--- src/rtl/sdrd_deserializer_pkg.sv ---
// Shared types and constants for the SDRD serial-to-parallel deserializer.
// The optional odd-parity frame is enabled with the SDRD_PARITY_EN macro.
package sdrd_pkg;

    typedef enum logic [1:0] {
        IDLE  = 2'd0,
        SHIFT = 2'd1,
        FULL  = 2'd2
    } sdrd_state_e;

    // Address bits that select the 0x1xxx serial window.
    localparam logic BA13_SEL = 1'b0;
    localparam logic BA12_SEL = 1'b1;

    function automatic int cnt_w(input int width);
        return $clog2(width + 1);
    endfunction

endpackage

--- src/rtl/sdrd_deserializer_if.sv ---
// Bus-side and host-side signal bundle of the SDRD deserializer.
// Carries parity_err only when SDRD_PARITY_EN is defined.
interface sdrd_deserializer_if #(
    parameter int WIDTH = 8
);
    import sdrd_pkg::*;

    localparam int CW = cnt_w(WIDTH);

    logic             sser_n;
    logic             ba13;
    logic             ba12;
    logic             br_w;
    logic             sdrd;
    logic             word_ack;
    logic [WIDTH-1:0] word_out;
    logic             word_valid;
    logic [CW-1:0]    bit_cnt;
    logic             overrun;
`ifdef SDRD_PARITY_EN
    logic             parity_err;
`endif
    sdrd_state_e      state;

    // Handshake: word_valid holds word_out until a cycle with word_ack=1;
    // the word retires on that edge. word_ack with word_valid=0 is ignored.
    modport master (
        output sser_n, ba13, ba12, br_w, sdrd, word_ack,
        input  word_out, word_valid, bit_cnt, overrun, state
`ifdef SDRD_PARITY_EN
        , parity_err
`endif
    );

    modport slave (
        input  sser_n, ba13, ba12, br_w, sdrd, word_ack,
        output word_out, word_valid, bit_cnt, overrun, state
`ifdef SDRD_PARITY_EN
        , parity_err
`endif
    );

endinterface

--- src/rtl/sdrd_deserializer_acc_edge.sv ---
// Decodes serial-window reads/writes and emits a one-clock strobe
// on the first cycle of each access.
module sdrd_acc_edge
    import sdrd_pkg::*;
(
    input  logic clk,
    input  logic rst_n,
    input  logic sser_n_i,
    input  logic ba13_i,
    input  logic ba12_i,
    input  logic br_w_i,
    output logic rd_strobe_o,
    output logic wr_strobe_o
);

    logic sel;
    logic rd_acc;
    logic wr_acc;
    logic rd_acc_q;
    logic wr_acc_q;

    assign sel    = ~sser_n_i & (ba13_i == BA13_SEL) & (ba12_i == BA12_SEL);
    assign rd_acc = sel & br_w_i;
    assign wr_acc = sel & ~br_w_i;

    always_ff @(posedge clk or negedge rst_n) begin
        if (!rst_n) begin
            rd_acc_q <= 1'b0;
            wr_acc_q <= 1'b0;
        end else begin
            rd_acc_q <= rd_acc;
            wr_acc_q <= wr_acc;
        end
    end

    assign rd_strobe_o = rd_acc & ~rd_acc_q;
    assign wr_strobe_o = wr_acc & ~wr_acc_q;

endmodule

--- src/rtl/sdrd_deserializer.sv ---
// Assembles one SDRD bit per serial-window read into WIDTH-bit words and
// hands them to the host with valid/ack. SDRD_PARITY_EN adds an odd-parity bit.
module sdrd_deserializer
    import sdrd_pkg::*;
#(
    parameter int WIDTH     = 8,
    parameter bit MSB_FIRST = 1'b1
) (
    input  logic             clk,
    input  logic             rst_n,
    sdrd_deserializer_if.slave bus
);

`ifdef SDRD_PARITY_EN
    localparam int FRAME = WIDTH + 1;
`else
    localparam int FRAME = WIDTH;
`endif
    localparam int            CW   = cnt_w(WIDTH);
    localparam logic [CW-1:0] LAST = CW'(FRAME - 1);

    logic rd_strobe;
    logic wr_strobe;

    sdrd_state_e      state_q, state_d;
    logic [CW-1:0]    cnt_q, cnt_d;
    logic [FRAME-1:0] sh_q, sh_d;
    logic [WIDTH-1:0] word_q, word_d;
    logic             ovr_q, ovr_d;
    logic [FRAME-1:0] frame_in;
    logic [WIDTH-1:0] data_in;
    logic             ack_hit;
    logic             complete;
`ifdef SDRD_PARITY_EN
    logic             par_in;
    logic             perr_q, perr_d;
`endif

    sdrd_acc_edge u_acc_edge (
        .clk         (clk),
        .rst_n       (rst_n),
        .sser_n_i    (bus.sser_n),
        .ba13_i      (bus.ba13),
        .ba12_i      (bus.ba12),
        .br_w_i      (bus.br_w),
        .rd_strobe_o (rd_strobe),
        .wr_strobe_o (wr_strobe)
    );

    // Frame as it would look with the current sdrd bit shifted in.
    always_comb begin
        frame_in = '0;
        if (MSB_FIRST) frame_in = {sh_q[FRAME-2:0], bus.sdrd};
        else           frame_in = {bus.sdrd, sh_q[FRAME-1:1]};
    end

`ifdef SDRD_PARITY_EN
    always_comb begin
        data_in = '0;
        par_in  = 1'b0;
        if (MSB_FIRST) begin
            data_in = frame_in[FRAME-1:1];
            par_in  = frame_in[0];
        end else begin
            data_in = frame_in[WIDTH-1:0];
            par_in  = frame_in[FRAME-1];
        end
    end
`else
    assign data_in = frame_in;
`endif

    assign ack_hit  = bus.word_ack && (state_q == FULL);
    assign complete = rd_strobe && (cnt_q == LAST);

    always_comb begin
        state_d = state_q;
        cnt_d   = cnt_q;
        sh_d    = sh_q;
        word_d  = word_q;
        ovr_d   = ovr_q;
`ifdef SDRD_PARITY_EN
        perr_d  = perr_q;
`endif
        if (wr_strobe) begin
            cnt_d   = '0;
            sh_d    = '0;
            state_d = (state_q == FULL && !ack_hit) ? FULL : IDLE;
        end else if (complete) begin
            cnt_d   = '0;
            sh_d    = '0;
            state_d = FULL;
`ifdef SDRD_PARITY_EN
            perr_d  = ~(^data_in ^ par_in);
`endif
            // An ack in the completing cycle frees the slot for the new word.
            if (state_q != FULL || ack_hit) word_d = data_in;
            else                            ovr_d  = 1'b1;
        end else if (rd_strobe) begin
            cnt_d   = cnt_q + CW'(1);
            sh_d    = frame_in;
            state_d = (state_q == FULL && !ack_hit) ? FULL : SHIFT;
        end else if (ack_hit) begin
            state_d = (cnt_q == '0) ? IDLE : SHIFT;
        end
    end

    always_ff @(posedge clk or negedge rst_n) begin
        if (!rst_n) begin
            state_q <= IDLE;
            cnt_q   <= '0;
            sh_q    <= '0;
            word_q  <= '0;
            ovr_q   <= 1'b0;
`ifdef SDRD_PARITY_EN
            perr_q  <= 1'b0;
`endif
        end else begin
            state_q <= state_d;
            cnt_q   <= cnt_d;
            sh_q    <= sh_d;
            word_q  <= word_d;
            ovr_q   <= ovr_d;
`ifdef SDRD_PARITY_EN
            perr_q  <= perr_d;
`endif
        end
    end

    assign bus.word_out   = word_q;
    assign bus.word_valid = (state_q == FULL);
    assign bus.bit_cnt    = cnt_q;
    assign bus.overrun    = ovr_q;
    assign bus.state      = state_q;
`ifdef SDRD_PARITY_EN
    assign bus.parity_err = perr_q;
`endif

endmodule

--- src/flat_wrapper.sv ---
// flat-port wrapper written by rule: the top's interface ports become plain ports
module sdrd_deserializer_flat import sdrd_pkg::*;
#(
    parameter int WIDTH     = 8,
    parameter bit MSB_FIRST = 1'b1
)
  (clk, rst_n, bus_sser_n, bus_ba13, bus_ba12, bus_br_w, bus_sdrd, bus_word_ack, bus_word_out, bus_word_valid, bus_bit_cnt, bus_overrun, bus_state);
  sdrd_deserializer_if #(.WIDTH(WIDTH)) bus_i ();
  input  logic clk;
  input  logic rst_n;
  input wire logic [$bits(bus_i.sser_n)-1:0] bus_sser_n;
  input wire logic [$bits(bus_i.ba13)-1:0] bus_ba13;
  input wire logic [$bits(bus_i.ba12)-1:0] bus_ba12;
  input wire logic [$bits(bus_i.br_w)-1:0] bus_br_w;
  input wire logic [$bits(bus_i.sdrd)-1:0] bus_sdrd;
  input wire logic [$bits(bus_i.word_ack)-1:0] bus_word_ack;
  output wire logic [$bits(bus_i.word_out)-1:0] bus_word_out;
  output wire logic [$bits(bus_i.word_valid)-1:0] bus_word_valid;
  output wire logic [$bits(bus_i.bit_cnt)-1:0] bus_bit_cnt;
  output wire logic [$bits(bus_i.overrun)-1:0] bus_overrun;
  output wire logic [$bits(bus_i.state)-1:0] bus_state;
  assign bus_i.sser_n = bus_sser_n;
  assign bus_i.ba13 = bus_ba13;
  assign bus_i.ba12 = bus_ba12;
  assign bus_i.br_w = bus_br_w;
  assign bus_i.sdrd = bus_sdrd;
  assign bus_i.word_ack = bus_word_ack;
  assign bus_word_out = bus_i.word_out;
  assign bus_word_valid = bus_i.word_valid;
  assign bus_bit_cnt = bus_i.bit_cnt;
  assign bus_overrun = bus_i.overrun;
  assign bus_state = bus_i.state;
  sdrd_deserializer #(.WIDTH(WIDTH), .MSB_FIRST(MSB_FIRST)) u_core (.clk(clk), .rst_n(rst_n), .bus(bus_i));
endmodule
--- config.mk ---
export PLATFORM = sky130hd
export DESIGN_NAME = sdrd_deserializer_flat
export DESIGN_NICKNAME = d
export VERILOG_FILES = /design/src/rtl/sdrd_deserializer_pkg.sv /design/src/rtl/sdrd_deserializer_if.sv /design/src/rtl/sdrd_deserializer_acc_edge.sv /design/src/rtl/sdrd_deserializer.sv /design/src/flat_wrapper.sv
export SDC_FILE = /design/constraint.sdc
export NUM_CORES = 1
export LEC_CHECK = 0
export CORE_MARGIN = 1.5
export CORE_UTILIZATION = 35
export CTS_BUF_LIST = sky130_fd_sc_hd__clkbuf_16
export DETAILED_ROUTE_END_ITERATION = 8
export SYNTH_ARGS = -nofsm -noshare
export SYNTH_HDL_FRONTEND = slang
export SYNTH_SLANG_ARGS = --single-unit
--- constraint.sdc ---
create_clock -name clk -period 3.6 [get_ports clk]
set_clock_uncertainty 0.2 [all_clocks]
set_input_delay 0.72 -clock clk [delete_from_list [all_inputs] [get_ports clk]]
set_output_delay 0.72 -clock clk [all_outputs]
set_load 0.05 [all_outputs]
# Word-level counts from Yosys, hierarchy flattened

Cells that the tools add are included.

$mul: 0
Muxes and demuxes: 13
Shifts and indexed selects: 0
Reductions and logical operators: 10
Add/subtract/negate cells: 1
Div/mod/pow operators: 0
Bitwise gates (word level): 13
Eq/ne operators: 3
Magnitude comparators: 0

Operator list:

| operator                                                               | number |
|---|---|
| 7-bit 2-to-1 mux                                                       | 3 |
| 2-bit 2-to-1 mux                                                       | 6 |
| 4-bit 2-to-1 mux                                                       | 3 |
| 1-bit inverter                                                         | 7 |
| 1-bit bitwise AND                                                      | 6 |
| 3-bit AND reduction                                                    | 2 |
| 4-bit by 1-bit adder with 4-bit output (second input constant)         | 1 |
| 4-bit by 3-bit equality test with 1-bit output (second input constant) | 1 |
| 4-bit logical NOT                                                      | 1 |
| 4-bit nonzero test                                                     | 1 |
| 1-bit logical AND                                                      | 3 |
| 3-bit nonzero test                                                     | 1 |
| 2-bit equality test (second input constant)                            | 1 |
| 2-bit inequality test (second input constant)                          | 1 |
| 1-bit logical NOT                                                      | 1 |
| 1-bit logical OR                                                       | 1 |
| 1-bit 2-to-1 mux                                                       | 1 |

Flip-flop bits (word level): 24
Output and inout bits: 16
Word-level logic and storage cells: 47
Bits in latches: 0
Memory bits (writable): 0
Bits in read-only memories: 0
Memories: 0

# Logic depth before layout (Yosys ltp)

Gate-level depths: netlist of the first run.

Depth in word-level cells: 8
Gate-level depth with buffers: 6

# By module

Synthesis of the first run repeated with hierarchy kept, for this count alone.

Cell total of the unflattened synthesis: 78
Area total of the unflattened synthesis: 1031.0 µm²

By module, submodules not included:

| module            | cells each | times used | seq. area each (µm²) | area each (µm²) |
|---|---|---|---|---|
| sdrd_deserializer | 70         | 1          | 550.5                | 938.4 |
| sdrd_acc_edge     | 8          | 1          | 50.0                 | 92.6 |

# Worst setup path before layout of the first run

No wires, ideal clock.

Path kind: register to register
Start: reg u_core.cnt_q[1], in the netlist u_core.bus.bit_cnt[1]
End: reg u_core.word_q[0], in the netlist u_core.bus.word_out[0]
Slack: 1179 ps
Cell stages (with the launch flop): 7
Required time: 3275 ps
Buffers on the path: 2
Arrival time: 2096 ps
Cell sequence: dfrtp_1 ha_1 and3b_1 clkbuf_2 or4b_1 buf_6 mux2_4

Longest elaborated chain between the ends: 3

Ends and longest elaborated chain:

| element                                        | line                     | source |
|---|---|---|
| from (decl)                                    | sdrd_deserializer.sv:26  | `logic [CW-1:0] cnt_q, cnt_d;` |
| from (signal assigned)                         | sdrd_deserializer.sv:120 | `cnt_q <= cnt_d;` |
| 4-bit by 3-bit equality test with 1-bit output | sdrd_deserializer.sv:74  | `assign complete = rd_strobe && (cnt_q == LAST);` |
| 1-bit logical AND                              | sdrd_deserializer.sv:74  |  |
| 3-bit AND reduction (no line)                  | -                        |  |
| to (signal assigned)                           | sdrd_deserializer.sv:122 | `word_q <= word_d;` |
| to (decl)                                      | sdrd_deserializer.sv:28  | `logic [WIDTH-1:0] word_q, word_d;` |

No other way between the ends.
A chain may end at the register's enable or synchronous reset.

# Final worst setup path of the first run

Start: in bus_br_w
End: reg u_core.word_q[5], in the netlist u_core.bus.word_out[5]

Longest elaborated chain between the ends: 5
Elaborated cells between the ends (all ways): 8
Classes of those cells: 6 x bitwise; 2 x reduce/logical

Ends and longest elaborated chain:

| element                         | line                             | source |
|---|---|---|
| from (decl)                     | flat_wrapper.sv:14               | `input wire logic [$bits(bus_i.br_w)-1:0] bus_br_w;` |
| 1-bit inverter                  | sdrd_deserializer_acc_edge.sv:24 | `assign wr_acc = sel & ~br_w_i;` |
| 1-bit bitwise AND               | sdrd_deserializer_acc_edge.sv:24 |  |
| 1-bit bitwise AND               | sdrd_deserializer_acc_edge.sv:37 | `assign wr_strobe_o = wr_acc & ~wr_acc_q;` |
| 1-bit inverter (no line)        | -                                |  |
| 3-bit AND reduction (no line) * | -                                |  |

Every way passes the cells marked *; elsewhere a longest branch is shown, timed or not.

==> summary.md, run 1 <==
| Metric | Value |
|---|---|
| Status | completed |
| EDFF count, synth | 0 |
| Hold Crit Class | reg2reg |
| Rel. slew slack | 58.7% |
| Most used DFF post-synth | dfrtp_1 |
| Initial drt markers | 18 |
| Slew Limit Fails | 0 |
| Core Rows | 20 |
| Grt ovf | 0 |
| Met1 WL | 918 um |
| #FFs+latches synth | 24 |
| Slew @ Worst Pin | 0.616 ns |
| Vias in the first global route | 749 |
| Leak | 0.677 nW |
| GRT Util Overall | 13.1% |
| Synth area leaders | dfrtp_1 (55%), mux2_4 (11%), a22o_1 (5.6%), ha_1 (2.3%), a21oi_1 (1.8%) |
| CP arrival | 2.59 ns |
| Initial Utilization | 36.3% |
| Core outline area | 3000 um2 |
| Die Y-Extent | 58.8 um |
| DR WL met3 | 97 um |
| Placed Cells | 138 |
| Vias | 760 |
| CTS tree | built |
| Worst path slowest cell | or4b_1 |
| Yosys cell types | 34 |
| Final cell count without fillers | 142 |
| First-pass GRT wire length | 3390 um |
| Critical Setup Path Class | in2reg |
| Antenna cells | 0 |
| Cell taking the most area after synthesis | dfrtp_1 |
| Final core utilization | 48.5% |
| Share of the synthesized area in the top cell type | 55.0% |
| Remaining antenna violation count | 0 |
| Via-per-instance ratio | 5.35 |
| Crit. End Element | register |
| Post-place setup slack | 0.658 ns |
| DRC errors left | 0 |
| Area Overhead vs Synth | 33.6% |
| Unrepaired setup endpoints after global routing | no |
| Fmax | 377 MHz |
| Cells after synthesis | 84 |
| H-tree Lvls | 1 |
| Largest net degree at the start of global routing | 25 |
| Total Wirelength | 2000 um |
| Top Layer Used | met4 |
| Die W | 58.8 um |
| Syn_area_per_cell | 13.0 um2 |
| IO buf count | 23 |
| Reg2reg setup slack | 1.26 ns |
| Main combinational cell family by area after synthesis | simple AND/OR/NAND/NOR gates |
| Commonest cells post-synth | dfrtp_1 (24), mux2_4 (8), a22o_1 (7) |
| Clk sinks | 24 |
| CTS Buffer Depth | 2 |
| Min cycle time layout | 2.65 ns |
| Area of the die | 3460 um2 |
| Final worst slack | 0.951 ns |
| Final hold vios | 0 |
| Peak VDD IR | 0.336 mV |
| Simple-gate area share of the yosys netlist | 13.6% |
| Fraction of layout cells with a size suffix above 1 | 16.5% |
| Register area share after synthesis | 55.0% |
| Max-cap viol count | 0 |
| YS warnings | 0 |
| DRT Pass-1 Iters | 3 |
| Boundary pin count | 24 |
| Cts hold-fix bufs | 0 |
| CTS Root Cell | clkbuf_16 |
| Post-CTS resize count | 0 |
| Xor and xnor area share after synthesis | 0% |
| Synth Area in Compound Gates | 12.4% |
| Routed met2 length | 954 um |
| Mux contribution to synthesized area | 13.0% |
| Clk pin slew, worst setup/hold paths | 0.06 ns |
| Antenna violations before repair | 0 |
| Final GP Congestion | 0.810 |
| Syn nets | 94 |
| Total CTS buffers | 3 |
| Mapped cell area | 1090 um2 |
| Clock Latency Late Sink | 0.25 ns |
| Setup TNS | 0 ns |
| Slowest cell delay on critical path | 0.79 ns |
| CP cell instances | clkdlybuf4s50_1 > nand4bb_1 > or4b_1 > mux2_4 |
| WL/cell | 14.1 um |
| HPWL after DPL | 1480 um |
| Most frequent cell after synthesis | dfrtp_1 |
| CP max FO | 8 |
| Pwr dens | 489 nW/um2 |
| Final nets | 120 |
| Synth Area in Adders | 2.29% |
| Setup Viol. Count Final | 0 |
| Critical path launch point type | input port |
| Asr flop ratio synth | 100% |
| Required @ worst endpoint | 3.54 ns |
| Post-CTS Setup Bufs | 0 |
| Crit share post-route | 73.6% |
==> area by class of cell <==
cell class / instances / area [um2]
flip-flops and latches: 24 / 601
inverters: 4 / 15.0
multi-input cells: 52 / 450
well taps: 33 / 41.3
fillers: 273 / 1550
clock inverters: 1 / 30.0
repair buffers: 25 / 245
clock buffers: 3 / 75.1
==> final timing paths <==
| path | end | start | depth (start not counted) |
|---|---|---|---|
| max | u_core.bus.word_out[5] | bus_br_w | 4 |
| min | u_core.bus.overrun | u_core.bus.overrun | 1 |
| max reg2reg | u_core.bus.word_out[5] | u_core.bus.bit_cnt[1] | 4 |
| min reg2reg | u_core.bus.overrun | u_core.bus.overrun | 1 |
| max in group asynchronous | u_core.bus.word_out[3] | rst_n | 2 |
| min in group asynchronous | u_core.bus.word_out[7] | rst_n | 2 |
==> state kept, by name, summed over array words and instances, names as in the netlist <==
name and flops:
u_core.bus.word_out 8, u_core.bus.bit_cnt 4, u_core.sh_q 7, u_core.u_acc_edge.rd_acc_q 1, u_core.bus.overrun 1, u_core.u_acc_edge.wr_acc_q 1
u_core.bus.state 2
==> where the power goes <==
part,total [W],switching [W],leakage [nW],internal (W)
combinational,0.000102,0.0000597,0.295,0.0000424
sequential,0.000299,0.0000160,0.330,0.000283
clock,0.000311,0.0000901,0.0511,0.000221
==> kinds of logic (layout without fill, tap and decap cells) <==
kind of cell / after synthesis / in the layout
compound gates: 18 / 18
fa+ha+maj: 2 / 2
buf+inv: 8 / 33
flops: 24 / 24
mux: 10 / 10
simple gates: 22 / 22
==> through the flow <==
step	hold WS [ns]	power, W	instance area [um2]
after global placement	0.285	0.000405	1350
final	0.297	0.000712	1460
after global routing	0.323	0.000739	1460
after detailed placement	0.297	0.000408	1350
after floorplan	0.224	0.000363	1090
after CTS	0.310	0.000718	1460
==> routing by layer <==
layer / global-route usage, % / vias up
li1: - / 365
met1: 16.8 / 368
met2: 20.5 / 22
met3: 4.40 / 5
met4: 5.19 / 0
met5: 0 / -
==> critical path, delay by kind of cell <==
kind,cells,cell delay [ns]
muxes,1,0.39
buffers and inverters,1,0.54
and+or+nand+nor,2,0.94
==> layout by cell type (no fill, tap or decap), types with 2 or more instances in the layout <==
cell,count
dfrtp_1,24
clkdlybuf4s50_1,23
mux2_4,8
a22o_1,7
inv_1,4
a21oi_1,4
nor2_1,3
nand3_1,3
clkbuf_16,3
nor3b_1,2
nand2b_1,2
o21ai_0,2
ha_1,2
buf_4,2
Power figures use the tool's default switching activity.
==> inputs of run 2 (changes only) <==
Clock period 3.6 ns to 2.2 ns, I/O delays scaled along.
==> run 2 against run 1 <==
Effect of this change: core utilization increased by 2.3 points; largest power group unchanged; largest cell class unchanged; critical endpoint is now u_core.bus.word_out[7]; final cell count rose by 6.3%; hold slack got worse by 0.0091 ns.
==> summary.md, run 2 (synthesis results as in run 1) <==
| Metric | Value |
|---|---|
| Crit. End Element | register |
| Max FFs per register | 8 |
| Slowest cell delay on critical path | 0.54 ns |
| Crit share post-route | 97.5% |
| Via-per-instance ratio | 5.21 |
| Grt ovf | 0 |
| Final GP Congestion | 0.834 |
| WP buf/inv | 2 |
| Initial Utilization | 36.3% |
| Final hold vios | 0 |
| Boundary pin count | 24 |
| Initial drt markers | 14 |
| Peak VDD IR | 0.362 mV |
| Core Rows | 20 |
| Min cycle time layout | 2.14 ns |
| Critical path launch point type | input port |
| Leak | 0.730 nW |
| Clk pin slew, worst setup/hold paths | 0.06 ns |
| Status | completed |
| Vias in the first global route | 813 |
| Largest net degree at the start of global routing | 25 |
| CTS tree | built |
| Total Wirelength | 2090 um |
| Pwr dens | 771 nW/um2 |
| Crit path depth | 5 |
| Clock Latency Late Sink | 0.26 ns |
| Vias | 786 |
| Cts hold-fix bufs | 0 |
| CP cell instances | clkdlybuf4s50_1 > nand4bb_1 > or4b_1 > buf_6 > mux2_4 |
| H-tree Lvls | 1 |
| DRC errors left | 0 |
| Fraction of layout cells with a size suffix above 1 | 32.2% |
| First-pass GRT wire length | 3540 um |
| Remaining antenna violation count | 0 |
| Final cell count without fillers | 151 |
| Antenna cells | 0 |
| Commonest non-fill, non-tap cells in the layout | dfrtp_1 (21), buf_4 (17), clkdlybuf4s50_1 (16) |
| Area of the die | 3460 um2 |
| Die Y-Extent | 58.8 um |
| Clk sinks | 24 |
| CP max FO | 8 |
| Slew @ Worst Pin | 0.519 ns |
| R2R depth | 5 |
| Total CTS buffers | 3 |
| DRT Pass-1 Iters | 4 |
| Setup TNS | 0 ns |
| HPWL after DPL | 1590 um |
| Setup Viol. Count Final | 0 |
| Core outline area | 3000 um2 |
| Min Hold Slack | 0.288 ns |
| Unrepaired setup endpoints after global routing | no |
| Antenna violations before repair | 0 |
| Rel. slew slack | 65.3% |
| IO buf count | 23 |
| CTS Buffer Depth | 2 |
| Die W | 58.8 um |
| Area Overhead vs Synth | 40.0% |
| Max-cap viol count | 0 |
| WL/cell | 13.9 um |
| CTS Root Cell | clkbuf_16 |
| Slew Limit Fails | 0 |
| Critical Setup Path Class | in2reg |
| WHS Path Cells | 1 |
| Delay-heaviest family, CP | simple AND/OR/NAND/NOR gates |
| GRT Util Overall | 13.7% |
| Fmax | 466 MHz |
| Placed Cells | 147 |
| Most common cell after layout, fill and taps aside | dfrtp_1 |
| Hold Crit Class | reg2reg |
| CP arrival | 2.08 ns |
| Required @ worst endpoint | 2.14 ns |
| Final nets | 129 |
| Fillers | 287 |
| Worst path slowest cell | or4b_1 |
run 2: changes by cell type in the layout (fill, tap and decap cells not counted), sizes merged:
cell           before  now
buf                 2   18
clkdlybuf4s50      23   16
run 2: path summary, 6_finish.rpt:
path	end	slack, ns	start
worst min-delay path	u_core.bus.overrun	0.29	u_core.bus.overrun
worst min register to register	u_core.bus.overrun	0.29	u_core.bus.overrun
min in group asynchronous	u_core.bus.word_out[4]	0.34	rst_n
worst max-delay path	u_core.bus.word_out[7]	0.06	bus_ba13
max in group asynchronous	u_core.bus.bit_cnt[2]	1.22	rst_n
worst max register to register	u_core.bus.word_out[7]	0.23	u_core.bus.bit_cnt[1]
run 2: metrics by stage:
step	setup WS (ns)	cell area, um2	utilization [%]	total power (W)
3_3_place_gp	-0.214	1420	47.3	0.000672
2_1_floorplan	-0.0191	1110	-	0.000600
5_1_grt	0.00758	1530	50.9	0.00122
4_1_cts	0.0281	1520	50.7	0.00119
3_5_place_dp	-0.242	1420	47.3	0.000674
6_report	0.0560	1530	50.9	0.00118
run 2: metal layers:
metal	global-route usage [%]	share of wire, %
met1	15.3	44
met2	23.8	50
met3	4.18	5.5
met4	5.84	1.1
met5	0	0
run 2: layout make-up:
| cell class | instances | area [um2] | share of cell area (%) |
|---|---|---|---|
| clock inverter | 1 | 30.0 | 1.97 |
| sequential | 24 | 604 | 39.6 |
| tap | 33 | 41.3 | 2.70 |
| timing repair buffer | 34 | 299 | 19.6 |
| multi-input combinational | 52 | 463 | 30.3 |
| inverter | 4 | 15.0 | 0.983 |
| clock buffer | 3 | 75.1 | 4.91 |
run 2: repair_timing:
item / CTS / global route
hold endpoints to repair: 0 / 0
setup endpoints to repair: 0 / 7
resized for setup: 0 / 1
buffers inserted: 0 / 0
run 2: report_power, final:
part	internal, W	switching, W	total (W)
sequential	0.000465	0.0000294	0.000495
combinational	0.0000713	0.0000977	0.000169
clock	0.000361	0.000153	0.000514
